==> src/rtl/sat_dl_writer_if.sv <==
// Bundle of the HPS download stream and SDRAM write-port signals used by
// sat_dl_writer. The slave modport is the writer itself; the master modport
// is the environment (HPS side plus SDRAM port).
interface sat_dl_writer_if #(
  parameter int AW = 24
);
  logic          dl_active;
  logic          dl_wr;
  logic [24:0]   dl_addr;
  logic [15:0]   dl_data;
  logic          dl_wait;
  logic [AW-1:0] mem_addr;
  logic [15:0]   mem_data;
  logic          mem_wr;
  logic          mem_busy;
  logic [AW-1:0] word_cnt;
  logic          ovf;
  logic          done;

  modport slave (
    input  dl_active, dl_wr, dl_addr, dl_data, mem_busy,
    output dl_wait, mem_addr, mem_data, mem_wr, word_cnt, ovf, done
  );

  modport master (
    output dl_active, dl_wr, dl_addr, dl_data, mem_busy,
    input  dl_wait, mem_addr, mem_data, mem_wr, word_cnt, ovf, done
  );
endinterface

==> src/rtl/sat_dl_writer.sv <==
// Download write-buffer: byte-swaps 16-bit HPS download words, queues them
// with their SDRAM word addresses in a small FIFO, and issues them to the
// SDRAM write port through a level/busy handshake. Throttles the HPS with
// DL_WAIT and pulses DONE once a finished download has fully drained.
module sat_dl_writer #(
  parameter int AW    = 24,
  parameter int DEPTH = 4
) (
  input  logic            clk_i,
  input  logic            rst_ni,
  sat_dl_writer_if.slave  bus
);

  localparam int PW = $clog2(DEPTH);
  localparam int CW = PW + 1;
  localparam int EW = AW + 16;

  localparam logic [CW-1:0] FULL_C   = CW'(DEPTH);
  localparam logic [CW-1:0] WAIT_C   = CW'(DEPTH - 1);
  localparam logic [CW-1:0] EMPTY_C  = {CW{1'b0}};
  localparam logic [PW-1:0] PTR_ONE_C = PW'(1);

  typedef enum logic [1:0] {
    ST_IDLE  = 2'd0,
    ST_ISSUE = 2'd1,
    ST_BUSY  = 2'd2
  } state_t;

  // HPS delivers words with bytes in the opposite order to the SDRAM port.
  function automatic logic [15:0] byte_swap(input logic [15:0] w);
    return {w[7:0], w[15:8]};
  endfunction

  state_t        state_q, state_d;
  logic [EW-1:0] fifo_q [DEPTH];
  logic [PW-1:0] wr_ptr_q, wr_ptr_d;
  logic [PW-1:0] rd_ptr_q, rd_ptr_d;
  logic [CW-1:0] count_q, count_d;
  logic          active_q;
  logic [AW-1:0] mem_addr_q, mem_addr_d;
  logic [15:0]   mem_data_q, mem_data_d;
  logic          mem_wr_q, mem_wr_d;
  logic [AW-1:0] word_cnt_q, word_cnt_d;
  logic          ovf_q, ovf_d;
  logic          done_q, done_d;
  logic          pending_q, pending_d;
  logic          dl_wait_q, dl_wait_d;

  logic          rise_s, fall_s, strobe_s;
  logic          full_s, empty_s;
  logic          push_s, drop_s, pop_s;
  logic          word_inc_s;
  logic          done_fire_s;
  logic [EW-1:0] head_s;
  logic [EW-1:0] entry_s;
  logic          unused_addr_s;

  assign rise_s   = bus.dl_active & ~active_q;
  assign fall_s   = ~bus.dl_active & active_q;
  assign strobe_s = bus.dl_wr & bus.dl_active;
  assign full_s   = (count_q == FULL_C);
  assign empty_s  = (count_q == EMPTY_C);
  assign push_s   = strobe_s & ~full_s;
  assign drop_s   = strobe_s & full_s;
  assign pop_s    = (state_q == ST_IDLE) & ~empty_s & ~bus.mem_busy;
  assign head_s   = fifo_q[rd_ptr_q];
  assign entry_s  = {bus.dl_addr[AW:1], byte_swap(bus.dl_data)};
  // Byte address bit 0 carries no information for 16-bit words.
  assign unused_addr_s = bus.dl_addr[0];

  // FIFO pointers, occupancy and the registered HPS throttle.
  always_comb begin
    wr_ptr_d = wr_ptr_q;
    rd_ptr_d = rd_ptr_q;
    if (push_s) begin
      wr_ptr_d = wr_ptr_q + PTR_ONE_C;
    end else begin
      wr_ptr_d = wr_ptr_q;
    end
    if (pop_s) begin
      rd_ptr_d = rd_ptr_q + PTR_ONE_C;
    end else begin
      rd_ptr_d = rd_ptr_q;
    end
    count_d   = count_q + {{PW{1'b0}}, push_s} - {{PW{1'b0}}, pop_s};
    // One entry of margin absorbs a strobe the HPS already has in flight.
    dl_wait_d = (count_d >= WAIT_C);
  end

  // Write FSM: pop into the output registers, hold until the port accepts,
  // then wait out the busy period.
  always_comb begin
    state_d    = state_q;
    mem_addr_d = mem_addr_q;
    mem_data_d = mem_data_q;
    mem_wr_d   = mem_wr_q;
    word_inc_s = 1'b0;
    case (state_q)
      ST_IDLE: begin
        if (pop_s) begin
          mem_addr_d = head_s[EW-1:16];
          mem_data_d = head_s[15:0];
          mem_wr_d   = 1'b1;
          state_d    = ST_ISSUE;
        end else begin
          state_d    = ST_IDLE;
        end
      end
      ST_ISSUE: begin
        if (bus.mem_busy) begin
          mem_wr_d   = 1'b0;
          word_inc_s = 1'b1;
          state_d    = ST_BUSY;
        end else begin
          state_d    = ST_ISSUE;
        end
      end
      ST_BUSY: begin
        if (!bus.mem_busy) begin
          state_d = ST_IDLE;
        end else begin
          state_d = ST_BUSY;
        end
      end
      default: begin
        mem_wr_d = 1'b0;
        state_d  = ST_IDLE;
      end
    endcase
  end

  // Per-download bookkeeping: word count, overflow flag and completion.
  always_comb begin
    word_cnt_d  = word_cnt_q;
    ovf_d       = ovf_q;
    pending_d   = pending_q;
    // A restart in the same cycle abandons the completion of the old download.
    done_fire_s = pending_q & ~rise_s & empty_s & (state_q == ST_IDLE);
    done_d      = done_fire_s;

    if (rise_s) begin
      word_cnt_d = {AW{1'b0}};
    end else begin
      word_cnt_d = word_cnt_q;
    end
    word_cnt_d = word_cnt_d + {{(AW-1){1'b0}}, word_inc_s};

    if (drop_s) begin
      ovf_d = 1'b1;
    end else if (rise_s) begin
      ovf_d = 1'b0;
    end else begin
      ovf_d = ovf_q;
    end

    if (rise_s) begin
      pending_d = 1'b0;
    end else if (fall_s) begin
      pending_d = 1'b1;
    end else if (done_fire_s) begin
      pending_d = 1'b0;
    end else begin
      pending_d = pending_q;
    end
  end

  // FIFO storage; contents are discarded on reset.
  always_ff @(posedge clk_i or negedge rst_ni) begin
    if (!rst_ni) begin
      for (int i = 0; i < DEPTH; i++) begin
        fifo_q[i] <= {EW{1'b0}};
      end
    end else if (push_s) begin
      fifo_q[wr_ptr_q] <= entry_s;
    end
  end

  // Control and output registers.
  always_ff @(posedge clk_i or negedge rst_ni) begin
    if (!rst_ni) begin
      state_q    <= ST_IDLE;
      wr_ptr_q   <= {PW{1'b0}};
      rd_ptr_q   <= {PW{1'b0}};
      count_q    <= {CW{1'b0}};
      active_q   <= 1'b0;
      mem_addr_q <= {AW{1'b0}};
      mem_data_q <= 16'h0000;
      mem_wr_q   <= 1'b0;
      word_cnt_q <= {AW{1'b0}};
      ovf_q      <= 1'b0;
      done_q     <= 1'b0;
      pending_q  <= 1'b0;
      dl_wait_q  <= 1'b0;
    end else begin
      state_q    <= state_d;
      wr_ptr_q   <= wr_ptr_d;
      rd_ptr_q   <= rd_ptr_d;
      count_q    <= count_d;
      active_q   <= bus.dl_active;
      mem_addr_q <= mem_addr_d;
      mem_data_q <= mem_data_d;
      mem_wr_q   <= mem_wr_d;
      word_cnt_q <= word_cnt_d;
      ovf_q      <= ovf_d;
      done_q     <= done_d;
      pending_q  <= pending_d;
      dl_wait_q  <= dl_wait_d;
    end
  end

  assign bus.dl_wait  = dl_wait_q;
  assign bus.mem_addr = mem_addr_q;
  assign bus.mem_data = mem_data_q;
  assign bus.mem_wr   = mem_wr_q;
  assign bus.word_cnt = word_cnt_q;
  assign bus.ovf      = ovf_q;
  assign bus.done     = done_q;

endmodule
==> src/flat_wrapper.sv <==
// flat-port wrapper written by rule: the top's interface ports become plain ports
module sat_dl_writer_flat 
#(
  parameter int AW    = 24,
  parameter int DEPTH = 4
)
  (clk_i, rst_ni, bus_dl_active, bus_dl_wr, bus_dl_addr, bus_dl_data, bus_mem_busy, bus_dl_wait, bus_mem_addr, bus_mem_data, bus_mem_wr, bus_word_cnt, bus_ovf, bus_done);
  sat_dl_writer_if #(.AW(AW)) bus_i ();
  input  logic clk_i;
  input  logic rst_ni;
  input wire logic [$bits(bus_i.dl_active)-1:0] bus_dl_active;
  input wire logic [$bits(bus_i.dl_wr)-1:0] bus_dl_wr;
  input wire logic [$bits(bus_i.dl_addr)-1:0] bus_dl_addr;
  input wire logic [$bits(bus_i.dl_data)-1:0] bus_dl_data;
  input wire logic [$bits(bus_i.mem_busy)-1:0] bus_mem_busy;
  output wire logic [$bits(bus_i.dl_wait)-1:0] bus_dl_wait;
  output wire logic [$bits(bus_i.mem_addr)-1:0] bus_mem_addr;
  output wire logic [$bits(bus_i.mem_data)-1:0] bus_mem_data;
  output wire logic [$bits(bus_i.mem_wr)-1:0] bus_mem_wr;
  output wire logic [$bits(bus_i.word_cnt)-1:0] bus_word_cnt;
  output wire logic [$bits(bus_i.ovf)-1:0] bus_ovf;
  output wire logic [$bits(bus_i.done)-1:0] bus_done;
  assign bus_i.dl_active = bus_dl_active;
  assign bus_i.dl_wr = bus_dl_wr;
  assign bus_i.dl_addr = bus_dl_addr;
  assign bus_i.dl_data = bus_dl_data;
  assign bus_i.mem_busy = bus_mem_busy;
  assign bus_dl_wait = bus_i.dl_wait;
  assign bus_mem_addr = bus_i.mem_addr;
  assign bus_mem_data = bus_i.mem_data;
  assign bus_mem_wr = bus_i.mem_wr;
  assign bus_word_cnt = bus_i.word_cnt;
  assign bus_ovf = bus_i.ovf;
  assign bus_done = bus_i.done;
  sat_dl_writer #(.AW(AW), .DEPTH(DEPTH)) u_core (.clk_i(clk_i), .rst_ni(rst_ni), .bus(bus_i));
endmodule
==> config.mk <==
export PLATFORM = sky130hd
export DESIGN_NAME = sat_dl_writer_flat
export DESIGN_NICKNAME = d
export VERILOG_FILES = /design/src/rtl/sat_dl_writer_if.sv /design/src/rtl/sat_dl_writer.sv /design/src/flat_wrapper.sv
export SDC_FILE = /design/constraint.sdc
export NUM_CORES = 1
export LEC_CHECK = 0
export ABC_AREA = 0
export ABC_CLOCK_PERIOD_IN_PS = 3600
export CAP_MARGIN = 10
export CORE_MARGIN = 4
export CORE_UTILIZATION = 35
export CTS_CLUSTER_DIAMETER = 80
export CTS_CLUSTER_SIZE = 25
export DETAILED_ROUTE_END_ITERATION = 12
export DONT_BUFFER_PORTS = 1
export HOLD_SLACK_MARGIN = 0.03
export PLACE_DENSITY_LB_ADDON = 0.2
export RECOVER_POWER = 50
export SYNTH_ARGS = -nofsm -noshare
export SYNTH_HDL_FRONTEND = slang
export SYNTH_SLANG_ARGS = --single-unit
==> constraint.sdc <==
create_clock -name clk_i -period 3.6 [get_ports clk_i]
set_input_delay 0.54 -clock clk_i [delete_from_list [all_inputs] [get_ports clk_i]]
set_output_delay 0.54 -clock clk_i [all_outputs]
set_load 0.02 [all_outputs]
==> summary.txt <==
Run status
  • Status: finished, violations left
  • Violated checks: negative hold slack

Timing
  • RSZ-0062 raised after global routing: no
  • Slew Limit Fails: 0
  • Tightest Pin Transition: 1226 ps
  • Max Fclk: 345.5 MHz
  • Fin crit share: 80.40%
  • Setup Total Neg Slack: 0 ps
  • Slew headroom: 18.25%
  • Final setup vio count: 0
  • Final Skew: 11.16 ps
  • Tmin final: 2894 ps
  • Final hold vios: 239
  • Fin worst setup slack: 705.7 ps
  • Minimum hold slack: -257.4 ps

Power
  • Combinational power share: 27.9%
  • Clock power share: 20.0%
  • Sw power: 3.087 mW
  • Sw Share: 31.63%
  • Power density cells: 867.4 nW/um2
  • Sequential power share: 52.2%
  • Int Power: 6.673 mW
  • Worst vdd ir: 0.0004797 V
  • P_leak: 4.783 nW

Setup path
  • Largest fanout on the critical path: 40
  • Worst path required time: 3970 ps
  • Type of the worst setup path: reg2reg
  • Critical path launch point type: flip-flop
  • Worst path arrival time: 3270 ps
  • Worst Setup End Kind: flip-flop

Synth
  • Most used DFF post-synth: dfrtp_1
  • Synth top area cells: dfrtp_1 (57%), mux2_2 (20%), mux4_2 (8.6%)
  • Post-Syn Area: 10470 um2
  • Avg Synthesized Cell Area: 15.67 um2
  • Largest area contributor in the netlist: dfrtp_1
  • Number of synthesis warnings: 0
  • Sequential element share of the synthesized area: 57.13%
  • Distinct cells, synth: 46
  • Top cell type's share of synthesized area: 57.13%
  • Ys async rst share: 100.0%
  • Synth Instances: 668
  • Number of synthesized flops with an enable pin: 0
  • Seq cells post-synth: 239
  • Synthesized net count: 725

Die
  • Initial Util: 35.42%
  • I/O pin count: 114
  • Chip Height: 180.9 um
  • Row count: 63
  • CORE AREA: 29560 um2
  • Chip width: 180.9 um
  • Total Die Area: 32740 um2

Global route
  • First-pass GRT wire length: 35710 um
  • GRT Total Usage: 13.64%
  • Antenna violations before repair: 1
  • Largest net degree at the start of global routing: 240
  • Vias in the first global route: 6139
  • Global route overflow: 0

Cells and area
  • Area Overhead vs Synth: 7.481%
  • Final net count: 713
  • Design area: 11250 um2
  • Layout cells sized above 1: 41.57%
  • Fin util: 38.07%
  • Diodes inserted: 0
  • Non-Filler Instances: 1054

Placement
  • # port buffers: 0
  • Dpl cells: 1028
  • DP Worst Slack: 1070 ps
  • Placed cell area: 10720 um2
  • GP Congestion: 0.7534
  • DP HPWL: 13170 um

CTS
  • Maximum clock path buffer count: 3
  • Post-CTS Setup Repair Bufs: 0
  • Clock-pin slew on the worst setup and hold paths: 90 ps
  • Clk sinks: 239
  • Clk_lat worst skew: 500 ps
  • Htree depth: 1
  • Clock root buffer: clkbuf_16
  • TritonCTS buffer count: 16
  • CTS tree: done
  • Post-CTS resize count: 0

Routing
  • Post-route DRC: 0
  • Detailed Route WL: 22180 um
  • Vias: 5520
  • Drt wl/cell: 21.04 um
  • Iter 0 DRT Violations: 305
  • DRT Pass-1 Iters: 4
  • Vias per inst: 5.237
  • ANT nets after route: 0

Hold path
  • HP Class: in2async

Run
  • Max Cap Viol: 0
## power groups by stage
stage          combinational, mW  clock (mW)  sequential [mW]
4_1_cts                     2.79        2.04             5.13
6_report                    2.72        1.95             5.09
5_1_grt                     2.97        2.14             5.28
3_3_place_gp                2.65           0             5.06
3_5_place_dp                2.78           0             5.19
2_1_floorplan               2.58           0             4.67
## flip-flops by register name, indices dropped and copies added (netlist names)
register,flops
u_core.pending_q,1
u_core.wr_ptr_q,2
u_core.bus.mem_wr,1
u_core.bus.mem_addr,24
u_core.bus.word_cnt,24
u_core.bus.done,1
u_core.bus.mem_data,16
u_core.rd_ptr_q,2
u_core.bus.dl_wait,1
u_core.bus.ovf,1
u_core.fifo_q,160
u_core.state_q,2
u_core.active_q,1
u_core.count_q,3
## path summary, 6_finish.rpt
check | startpoint | to | slack [ps] | depth (start not counted)
setup / recovery | u_core.count_q[1] | u_core.fifo_q[130] | 710 | 4
hold / removal | rst_ni | u_core.bus.word_cnt[2] | -260 | 0
setup reg to reg | u_core.count_q[1] | u_core.fifo_q[130] | 710 | 4
hold reg to reg | u_core.fifo_q[41] | u_core.fifo_q[41] | 500 | 1
max in group asynchronous | rst_ni | u_core.fifo_q[152] | 3400 | 0
min in group clk_i | bus_dl_active | u_core.active_q | 70 | 0
## cells by family after synthesis
logic type	synth area share [%]
simple gates	5.199
flops	57.13
fa+ha+maj	1.386
mux	30.32
buf+inv	3.048
compound gates	1.494
xor+xnor	1.422
## worst max-delay path, stage by stage, from the launching register on
cell     delay, ps
dfrtp_1        470
nor2_1         100
a21oi_1        950
nand2_4        700
mux2_1         530
## per-stage QoR
stage                     hold slack, ps  total power [mW]
after floorplan                    244.4             7.241
final                             -257.4             9.760
after global routing              -291.9             10.39
after CTS                         -287.3             9.962
after detailed placement           252.1             7.974
after global placement             252.3             7.714
## synth_stat cells (all sizes together), types with 2 or more instances
cell type / instances
a21oi: 11
a31o: 3
and2: 2
and4: 5
buf: 28
clkbuf: 6
dfrtp: 239
ha: 10
inv: 12
mux2: 201
mux4: 40
nand2: 18
nand2b: 5
nand3: 6
nand4: 9
nor2: 18
nor2b: 2
nor3: 7
nor4: 4
o21ai: 7
o31ai: 2
or3: 4
or4: 2
xnor2: 10
xor2: 7
## layer usage
layer  vias up  wire, um  GRT usage (%)
li1       2415         -              -
met1      2941      9025          17.05
met2       136     11040          23.21
met3        26      1584          4.490
met4         2       511          3.092
met5         -        13              0
## cell usage in the layout, fill, tap and decap left out, types with 5 or more instances in the layout
cell,netlist,routed
nand2_1,14,14
nor2_1,18,18
nor3_1,6,6
mux2_2,189,189
mux4_2,40,40
nand4_1,8,8
nand2b_1,5,5
nand3_1,6,6
dfrtp_1,239,237
a21oi_1,10,11
ha_1,10,10
xor2_1,7,7
mux2_1,12,12
clkbuf_16,0,17
o21ai_0,7,7
xnor2_1,10,10
inv_1,12,12
## layout make-up
type | instances | area [um2]
fill | 2724 | 18310
sequential | 239 | 5986
multi-input combinational | 383 | 4158
tap | 390 | 488.0
clock buffer | 18 | 439.2
clock inverter | 8 | 110.1
inverter | 12 | 45.04
timing repair buffer | 4 | 26.28
Power figures use the tool's default switching activity.
